$ cat src/rtl/sap_output_bcd_register.sv
// SAP output register with a multi-cycle double-dabble binary-to-BCD converter.
// Raw value mirrors immediately; BCD, sign, blanking and overflow update together on completion.
module sap_output_bcd_register #(
  parameter int WIDTH  = 8,
  parameter int DIGITS = 4
) (
  input  logic                  clk,
  input  logic                  reset,
  input  logic [WIDTH-1:0]      DATA,
  input  logic                  latch,
  input  logic                  signed_mode,
  output logic [WIDTH-1:0]      REG_OUT,
  output logic [4*DIGITS-1:0]   DEC_OUT,
  output logic                  NEG,
  output logic [DIGITS-1:0]     BLANK,
  output logic                  OVF,
  output logic                  busy,
  output logic                  done
);

  localparam int                BW        = 4 * DIGITS;
  localparam int                CW        = (WIDTH > 2) ? $clog2(WIDTH) : 1;
  localparam logic [CW-1:0]     LAST_ITER = CW'(WIDTH - 1);
  localparam logic [DIGITS-1:0] BLANK_RST = ~DIGITS'(1);

  typedef enum logic [1:0] {
    IDLE = 2'd0,
    CONV = 2'd1,
    FIN  = 2'd2
  } state_t;

  state_t            state_r;
  state_t            state_nx_s;
  logic [WIDTH-1:0]  mag_r;
  logic [BW-1:0]     bcd_r;
  logic [CW-1:0]     cnt_r;
  logic              ovf_r;
  logic              sign_r;
  logic              nz_r;
  logic [WIDTH-1:0]  pend_data_r;
  logic              pend_signed_r;
  logic              pend_valid_r;

  logic              start_s;
  logic [WIDTH-1:0]  job_data_s;
  logic              job_signed_s;
  logic              job_neg_s;
  logic [WIDTH-1:0]  job_mag_s;
  logic [BW-1:0]     bcd_adj_s;
  logic [DIGITS-1:0] blank_s;

  function automatic logic [BW-1:0] add3(input logic [BW-1:0] b);
    logic [BW-1:0] r;
    r = b;
    for (int i = 0; i < DIGITS; i++) begin
      if (b[4*i +: 4] >= 4'd5) begin
        r[4*i +: 4] = b[4*i +: 4] + 4'd3;
      end else begin
        r[4*i +: 4] = b[4*i +: 4];
      end
    end
    return r;
  endfunction

  // Digit i is blanked when it and every digit above it are zero; digit 0 is always shown.
  function automatic logic [DIGITS-1:0] blank_of(input logic [BW-1:0] b);
    logic [DIGITS-1:0] r;
    logic              zero_above;
    zero_above = 1'b1;
    r          = '0;
    for (int i = DIGITS - 1; i >= 0; i--) begin
      zero_above = zero_above & (b[4*i +: 4] == 4'd0);
      r[i]       = (i != 0) ? zero_above : 1'b0;
    end
    return r;
  endfunction

  assign busy = (state_r != IDLE);

  // State register.
  always_ff @(posedge clk) begin
    if (reset) begin
      state_r <= IDLE;
    end else begin
      state_r <= state_nx_s;
    end
  end

  // Next-state, job selection and per-iteration datapath terms.
  always_comb begin
    state_nx_s   = state_r;
    start_s      = 1'b0;
    job_data_s   = DATA;
    job_signed_s = signed_mode;
    case (state_r)
      IDLE: begin
        if (latch) begin
          start_s    = 1'b1;
          state_nx_s = CONV;
        end else begin
          state_nx_s = IDLE;
        end
      end
      CONV: begin
        if (cnt_r == LAST_ITER) begin
          state_nx_s = FIN;
        end else begin
          state_nx_s = CONV;
        end
      end
      FIN: begin
        if (latch) begin
          start_s    = 1'b1;
          state_nx_s = CONV;
        end else if (pend_valid_r) begin
          start_s      = 1'b1;
          job_data_s   = pend_data_r;
          job_signed_s = pend_signed_r;
          state_nx_s   = CONV;
        end else begin
          state_nx_s = IDLE;
        end
      end
      default: begin
        state_nx_s = IDLE;
      end
    endcase
    job_neg_s = job_signed_s & job_data_s[WIDTH-1];
    if (job_neg_s) begin
      job_mag_s = ~job_data_s + WIDTH'(1);
    end else begin
      job_mag_s = job_data_s;
    end
    bcd_adj_s = add3(bcd_r);
    blank_s   = blank_of(bcd_r);
  end

  // Conversion datapath, pending slot and registered outputs.
  always_ff @(posedge clk) begin
    if (reset) begin
      REG_OUT       <= '0;
      DEC_OUT       <= '0;
      NEG           <= 1'b0;
      BLANK         <= BLANK_RST;
      OVF           <= 1'b0;
      done          <= 1'b0;
      mag_r         <= '0;
      bcd_r         <= '0;
      cnt_r         <= '0;
      ovf_r         <= 1'b0;
      sign_r        <= 1'b0;
      nz_r          <= 1'b0;
      pend_data_r   <= '0;
      pend_signed_r <= 1'b0;
      pend_valid_r  <= 1'b0;
    end else begin
      done <= 1'b0;
      if (latch) begin
        REG_OUT <= DATA;
      end
      if (start_s) begin
        mag_r  <= job_mag_s;
        sign_r <= job_neg_s;
        nz_r   <= |job_data_s;
        bcd_r  <= '0;
        ovf_r  <= 1'b0;
        cnt_r  <= '0;
      end else if (state_r == CONV) begin
        bcd_r <= {bcd_adj_s[BW-2:0], mag_r[WIDTH-1]};
        mag_r <= {mag_r[WIDTH-2:0], 1'b0};
        ovf_r <= ovf_r | bcd_adj_s[BW-1];
        cnt_r <= cnt_r + CW'(1);
      end
      // A latch on the completion edge starts directly, so the slot is always emptied there.
      if (state_r == FIN) begin
        DEC_OUT      <= bcd_r;
        NEG          <= sign_r & nz_r;
        OVF          <= ovf_r;
        BLANK        <= blank_s;
        done         <= 1'b1;
        pend_valid_r <= 1'b0;
      end else if (latch && (state_r != IDLE)) begin
        pend_data_r   <= DATA;
        pend_signed_r <= signed_mode;
        pend_valid_r  <= 1'b1;
      end
    end
  end

endmodule

$ cat config.mk
export PLATFORM = sky130hd
export DESIGN_NAME = sap_output_bcd_register
export DESIGN_NICKNAME = d
export VERILOG_FILES = /design/src/rtl/sap_output_bcd_register.sv
export SDC_FILE = /design/constraint.sdc
export NUM_CORES = 1
export LEC_CHECK = 0
export CAP_MARGIN = 40
export CORE_MARGIN = 2
export CORE_UTILIZATION = 55
export DETAILED_ROUTE_END_ITERATION = 16
export PLACE_DENSITY = 0.88
export SKIP_LAST_GASP = 1
export SLEW_MARGIN = 20
export SYNTH_ARGS = -nofsm -noshare
export SYNTH_HDL_FRONTEND = slang
export SYNTH_SLANG_ARGS = --single-unit
$ cat constraint.sdc
create_clock -name clk -period 5.8 [get_ports clk]
set_input_delay 1.16 -clock clk [delete_from_list [all_inputs] [get_ports clk]]
set_output_delay 1.16 -clock clk [all_outputs]
set_load 0.02 [all_outputs]
; ---- After elaboration in Yosys (flattened, before gate mapping)
; Index checks and enable logic that the tools add are counted.
[op_classes]
n_addsub = 6
magnitude_cmp = 4
n_eq_ne = 3
n_mux = 23
bitwise = 7
n_reduce_logical = 11
[op_table]
columns = cell, n
row1 = 2-to-1 mux 8 bit, 6
row2 = "adder 4 x 2 -> 4 bit, second input constant", 4
row3 = ">= comparator 4 x 3 -> 1 bit, second input constant", 4
row4 = 2-to-1 mux 4 bit, 4
row5 = zero test 4 bit, 3
row6 = 2-to-1 mux 1 bit, 10
row7 = "adder 8 x 1 -> 8 bit, second input constant", 1
row8 = inverter 8 bit, 1
row9 = OR reduction 8 bit, 1
row10 = case mux 2 bit (3 select lines), 1
row11 = AND 1 bit, 4
row12 = nonzero test 2 bit, 2
row13 = OR reduction 2 bit, 2
row14 = "adder 3 x 1 -> 3 bit, second input constant", 1
row15 = "equality test 3 bit, second input constant", 1
row16 = "equality test 2 x 1 -> 1 bit, second input constant", 1
row17 = "equality test 2 bit, second input constant", 1
row18 = zero test 2 bit, 1
row19 = 2-to-1 mux 2 bit, 1
row20 = case mux 1 bit (2 select lines), 1
row21 = AND reduction 2 bit, 1
row22 = logical AND 1 bit, 1
row23 = inverter 1 bit, 1
row24 = OR 1 bit, 1
[word_totals]
ff_bits = 72
output_inout_bits = 32
word_cells = 70

; ---- Longest topological paths before layout
[depth]
depth_word = 7
depth_mapped = 8

; ---- Least setup slack after synthesis
; Ideal clock, no wire load.
[synth_timing]
path_kind = input port to flip-flop
start = in latch
end = reg nz_r
setup_ns = 0.132
arrival_ns = 2.469
t_required_ns = 5.668
path_slack_ns = 3.198
stages = 7
n_path_buf = 1
path_cell_list = and4bb_1 > buf_6 > mux2i_1 > ha_1 > nand2_1 > o32ai_1 > a211oi_2
[synth_between]
elab_chain_len = 3
[synth_lines]
columns = item, line_no
row1 = start: declaration, 10  ; input logic latch,
row2 = 2-to-1 mux 8 bit, 112  ; if (latch) begin
row3 = 2-to-1 mux 8 bit, 95  ; case (state_r)
row4 = OR reduction 8 bit, 164  ; nz_r <= |job_data_s;
row5 = end signal: assignment, 164
row6 = end: declaration, 39  ; logic nz_r;
; Several ways; a longest one is shown, not always the timed one.
; A chain may end at the register's enable or synchronous reset.

; ---- Final worst setup path
[layout_timing]
start = in latch
end = reg mag_r[4]
[layout_between]
elab_chain_len = 6
[layout_lines]
columns = item, line_no
row1 = 2-to-1 mux 8 bit, 112
row2 = 2-to-1 mux 8 bit, 95
row3 = inverter 8 bit, 130  ; job_mag_s = ~job_data_s + WIDTH'(1);
row4 = adder 8 x 1 -> 8 bit, 130
row5 = 2-to-1 mux 8 bit, 129  ; if (job_neg_s) begin
row6 = 2-to-1 mux 8 bit, 161  ; if (start_s) begin
row7 = end signal: assignment, 162  ; mag_r <= job_mag_s;
row8 = end signal: assignment, 170  ; mag_r <= {mag_r[WIDTH-2:0], 1'b0};
row9 = end: declaration, 34  ; logic [WIDTH-1:0] mag_r;
; Several ways; a longest one is shown, not always the timed one.

==> insert_results.sql <==
INSERT INTO impl_metrics (metric_group, metric, value, unit) VALUES
('sta', 'whs', '0.4531', 'ns'),
('route', 'drc', '0', ''),
('route', 'via_count', '2922', ''),
('logic_synthesis', 'yosys.area_share.xor_xnor', '3.691', '%'),
('logic_synthesis', 'synth_top_cells_by_area', 'sky130_fd_sc_hd__dfxtp_1, sky130_fd_sc_hd__a21oi_1, sky130_fd_sc_hd__nand2_1', ''),
('clock_tree', 'path_clk_slew', '0.07', 'ns'),
('sta', 'max_slew_margin', '47.19', '%'),
('sta', 'max_clock_freq', '303.2', 'MHz'),
('route', 'viasPerCell', '5.821', ''),
('clock_tree', 'cts_inserted_buffers', '9', ''),
('hold_path', 'min-delay-path-class', 'reg2reg', ''),
('sta', 'report.final.hold_viol_count', '0', ''),
('worst_setup_path', 'cp_data_arrival_time', '3.55', 'ns'),
('worst_setup_path', 'critical_path_required', '6.05', 'ns'),
('clock_tree', 'cts.htree.levels', '3', ''),
('global_route', 'grtUsageTotal', '23.20', '%'),
('logic_synthesis', 'synth-simple-area-share', '20.34', '%'),
('sta', 'finalMaxSlewViolations', '0', ''),
('logic_synthesis', 'syn_nets', '414', ''),
('layout', 'stdcell_area', '3934', 'um^2'),
('floorplan', 'fp.dieArea', '6677', 'um^2'),
('worst_setup_path', 'critical_path.slowest_cell', 'sky130_fd_sc_hd__and4bb_1', ''),
('worst_setup_path', 'reg2reg_slack', '3.31', 'ns'),
('logic_synthesis', 'synth_seq_cells', '72', ''),
('clock_tree', 'latest_clock_arrival_within_the_worst_skew_pair', '0.35', 'ns'),
('floorplan', 'design.portCount', '44', ''),
('logic_synthesis', 'synth_top_family_by_area', 'simple AND/OR/NAND/NOR gates', ''),
('logic_synthesis', 'post_synth_instance_area', '3322', 'um^2'),
('worst_setup_path', 'endpoint', 'mag_r[4]', ''),
('worst_setup_path', 'rr_startpoint', 'state_r[0]', ''),
('logic_synthesis', 'sequential_share_of_the_synthesized_area', '43.39', '%'),
('status', 'result_of_the_run', 'complete, no violations', ''),
('worst_setup_path', 'worst_r2r_endpoint', 'mag_r[4]', ''),
('logic_synthesis', 'synth_top_cells_by_count', 'sky130_fd_sc_hd__dfxtp_1, sky130_fd_sc_hd__nand2_1, sky130_fd_sc_hd__a21oi_1, sky130_fd_sc_hd__nor2_1, sky130_fd_sc_hd__mux2i_1', ''),
('clock_tree', 'root_buffer', 'sky130_fd_sc_hd__clkbuf_8', ''),
('global_route', 'grt_overflow', '0', ''),
('place', 'gpl.final_weighted_congestion', '0.8756', ''),
('place', 'placedCellCount', '485', ''),
('clock_tree', 'cts_hold_buf', '0', ''),
('clock_tree', 'clock_tree_from_tritoncts', 'built', ''),
('hold_path', 'number_of_instances_on_the_worst_hold_path', '2', ''),
('place', 'post_dp_cell_area', '3742', 'um^2'),
('clock_tree', 'max-clock-path-buffers', '2', ''),
('worst_setup_path', 'crit_path_start_kind', 'primary input', ''),
('sta', 'post-route-min-period', '3.298', 'ns'),
('layout', 'antenna-diode-count', '0', ''),
('pwr', 'report.power.total', '0.9975', 'mW'),
('logic_synthesis', 'synth_edf_count', '0', ''),
('logic_synthesis', 'yosysUniqueCellTypes', '51', ''),
('logic_synthesis', 'post_synth.cell_area_avg', '8.540', 'um^2'),
('sta', 'setup_violations', '0', ''),
('global_route', 'grt_antenna_before_repair', '0', ''),
('sta', 'finalSetupTns', '0', 'ns'),
('logic_synthesis', 'synth_ff_type', 'sky130_fd_sc_hd__dfxtp_1', ''),
('sta', 'tightest_slew', '0.7921', 'ns'),
('route', 'route.antenna.remaining_nets', '0', ''),
('route', 'firstDrtPassIters', '5', ''),
('route', 'initialDrtViolationCount', '146', ''),
('clock_tree', 'cts_resized', '0', ''),
('logic_synthesis', 'synth_cells', '389', ''),
('floorplan', 'horiz_die_dim', '81.72', 'um'),
('global_route', 'first_pass_grt_wire_length', '12090', 'um'),
('worst_setup_path', 'timing.critical_path.from', 'latch', ''),
('logic_synthesis', 'postSynth.asyncResetShare', '0', '%'),
('worst_setup_path', 'worstPathCellList', 'clkdlybuf4s50_1, buf_4, and4bb_1, mux2i_1, ha_1, a21oi_1, xor2_1, nor2_1, o32ai_1', ''),
('job', 'max_cap_violations', '0', ''),
('logic_synthesis', 'netlist.top_cell.by_area', 'sky130_fd_sc_hd__dfxtp_1', ''),
('floorplan', 'core_area', '5886', 'um^2'),
('layout', 'nets', '447', ''),
('sta', 'fin_skew', '0.01071', 'ns'),
('pwr', 'worst_ir_drop_vdd', '183.3', 'uV');
-- metrics by stage --
step	util [%]	setup slack (ns)
2_1_floorplan	-	3.198
3_3_place_gp	63.54	2.277
3_5_place_dp	63.58	2.151
4_1_cts	66.65	2.537
5_1_grt	66.84	2.329
6_report	66.84	2.502
-- report_power, final --
part / internal [mW] / switching [mW] / total (mW)
sequential: 0.508 / 0.0127 / 0.521
clock: 0.197 / 0.179 / 0.376
combinational: 0.0413 / 0.0590 / 0.100
total: 0.747 / 0.251 / 0.997
-- metal layers --
layer | track usage (%) | share of wire [%] | up-vias | wire, um
li1 | - | - | 1422 | -
met4 | 13.00 | 3.0 | 0 | 221
met1 | 27.66 | 42 | 1366 | 3100
met5 | 0 | 0 | - | 0
met3 | 4.176 | 5.7 | 19 | 419
met2 | 39.34 | 49 | 115 | 3556
-- worst max-delay path: cells and delay by family --
family / cells / cell delay, ns
compound gates: 2 / 0.38
xor+xnor: 1 / 0.14
fa+ha+maj: 1 / 0.30
buf+inv: 2 / 0.61
mux: 1 / 0.30
simple gates: 2 / 0.65
-- worst min path at each step --
stage	start	end	slack, ns
2_1_floorplan	mag_r[7]	bcd_r[0]	0.43
5_1_grt	DEC_OUT[1]	DEC_OUT[1]	0.47
3_5_place_dp	DEC_OUT[12]	DEC_OUT[12]	0.44
4_1_cts	DEC_OUT[8]	DEC_OUT[8]	0.46
3_3_place_gp	DEC_OUT[9]	DEC_OUT[9]	0.44
6_report	DEC_OUT[1]	DEC_OUT[1]	0.45
-- cells by family after synthesis --
logic type      count (synthesis)
buf+inv                        34
other cells                     1
xor+xnor                       14
mux                            16
simple gates                  143
fa+ha+maj                      13
compound gates                 96
flops                          72
-- final cells by class --
class	instances	area [um^2]
Sequential cell	72	1441
Tap cell	75	93.84
Clock inverter	4	45.04
Inverter	10	37.54
Fill cell	470	1952
Multi-Input combinational cell	283	1727
Timing Repair Buffer	46	454.2
Clock buffer	12	135.1
-- layout by cell type (no fill, tap or decap), types with 2 or more instances in the layout --
cell type	instances
sky130_fd_sc_hd__a22o_1	9
sky130_fd_sc_hd__o21ai_0	14
sky130_fd_sc_hd__nand2b_1	10
sky130_fd_sc_hd__a22oi_1	5
sky130_fd_sc_hd__nand2_1	47
sky130_fd_sc_hd__and2_1	3
sky130_fd_sc_hd__nand3b_1	2
sky130_fd_sc_hd__nor2_1	39
sky130_fd_sc_hd__inv_1	9
sky130_fd_sc_hd__o32ai_1	2
sky130_fd_sc_hd__xnor2_1	7
sky130_fd_sc_hd__nor3b_1	4
sky130_fd_sc_hd__xor2_1	7
sky130_fd_sc_hd__a211oi_1	3
sky130_fd_sc_hd__o21ai_1	7
sky130_fd_sc_hd__or3_1	2
sky130_fd_sc_hd__clkinv_2	3
sky130_fd_sc_hd__a221oi_1	2
sky130_fd_sc_hd__or2_1	2
sky130_fd_sc_hd__nand3_1	15
sky130_fd_sc_hd__a31oi_1	2
sky130_fd_sc_hd__o22ai_1	3
sky130_fd_sc_hd__clkdlybuf4s50_1	42
sky130_fd_sc_hd__buf_4	3
sky130_fd_sc_hd__nor3_1	7
sky130_fd_sc_hd__a21oi_1	39
sky130_fd_sc_hd__and3_1	2
sky130_fd_sc_hd__clkbuf_1	3
sky130_fd_sc_hd__ha_1	13
sky130_fd_sc_hd__dfxtp_1	72
sky130_fd_sc_hd__mux2i_1	16
sky130_fd_sc_hd__clkbuf_8	9
sky130_fd_sc_hd__nor4_1	2
-- registers in the layout, indices dropped and copies added, names as in the netlist, 2 cells and up --
register and cells:
bcd_r 16, state_r 2, BLANK 3, cnt_r 3, DEC_OUT 16, REG_OUT 8
mag_r 8, pend_data_r 8
Power figures use the tool's default switching activity.
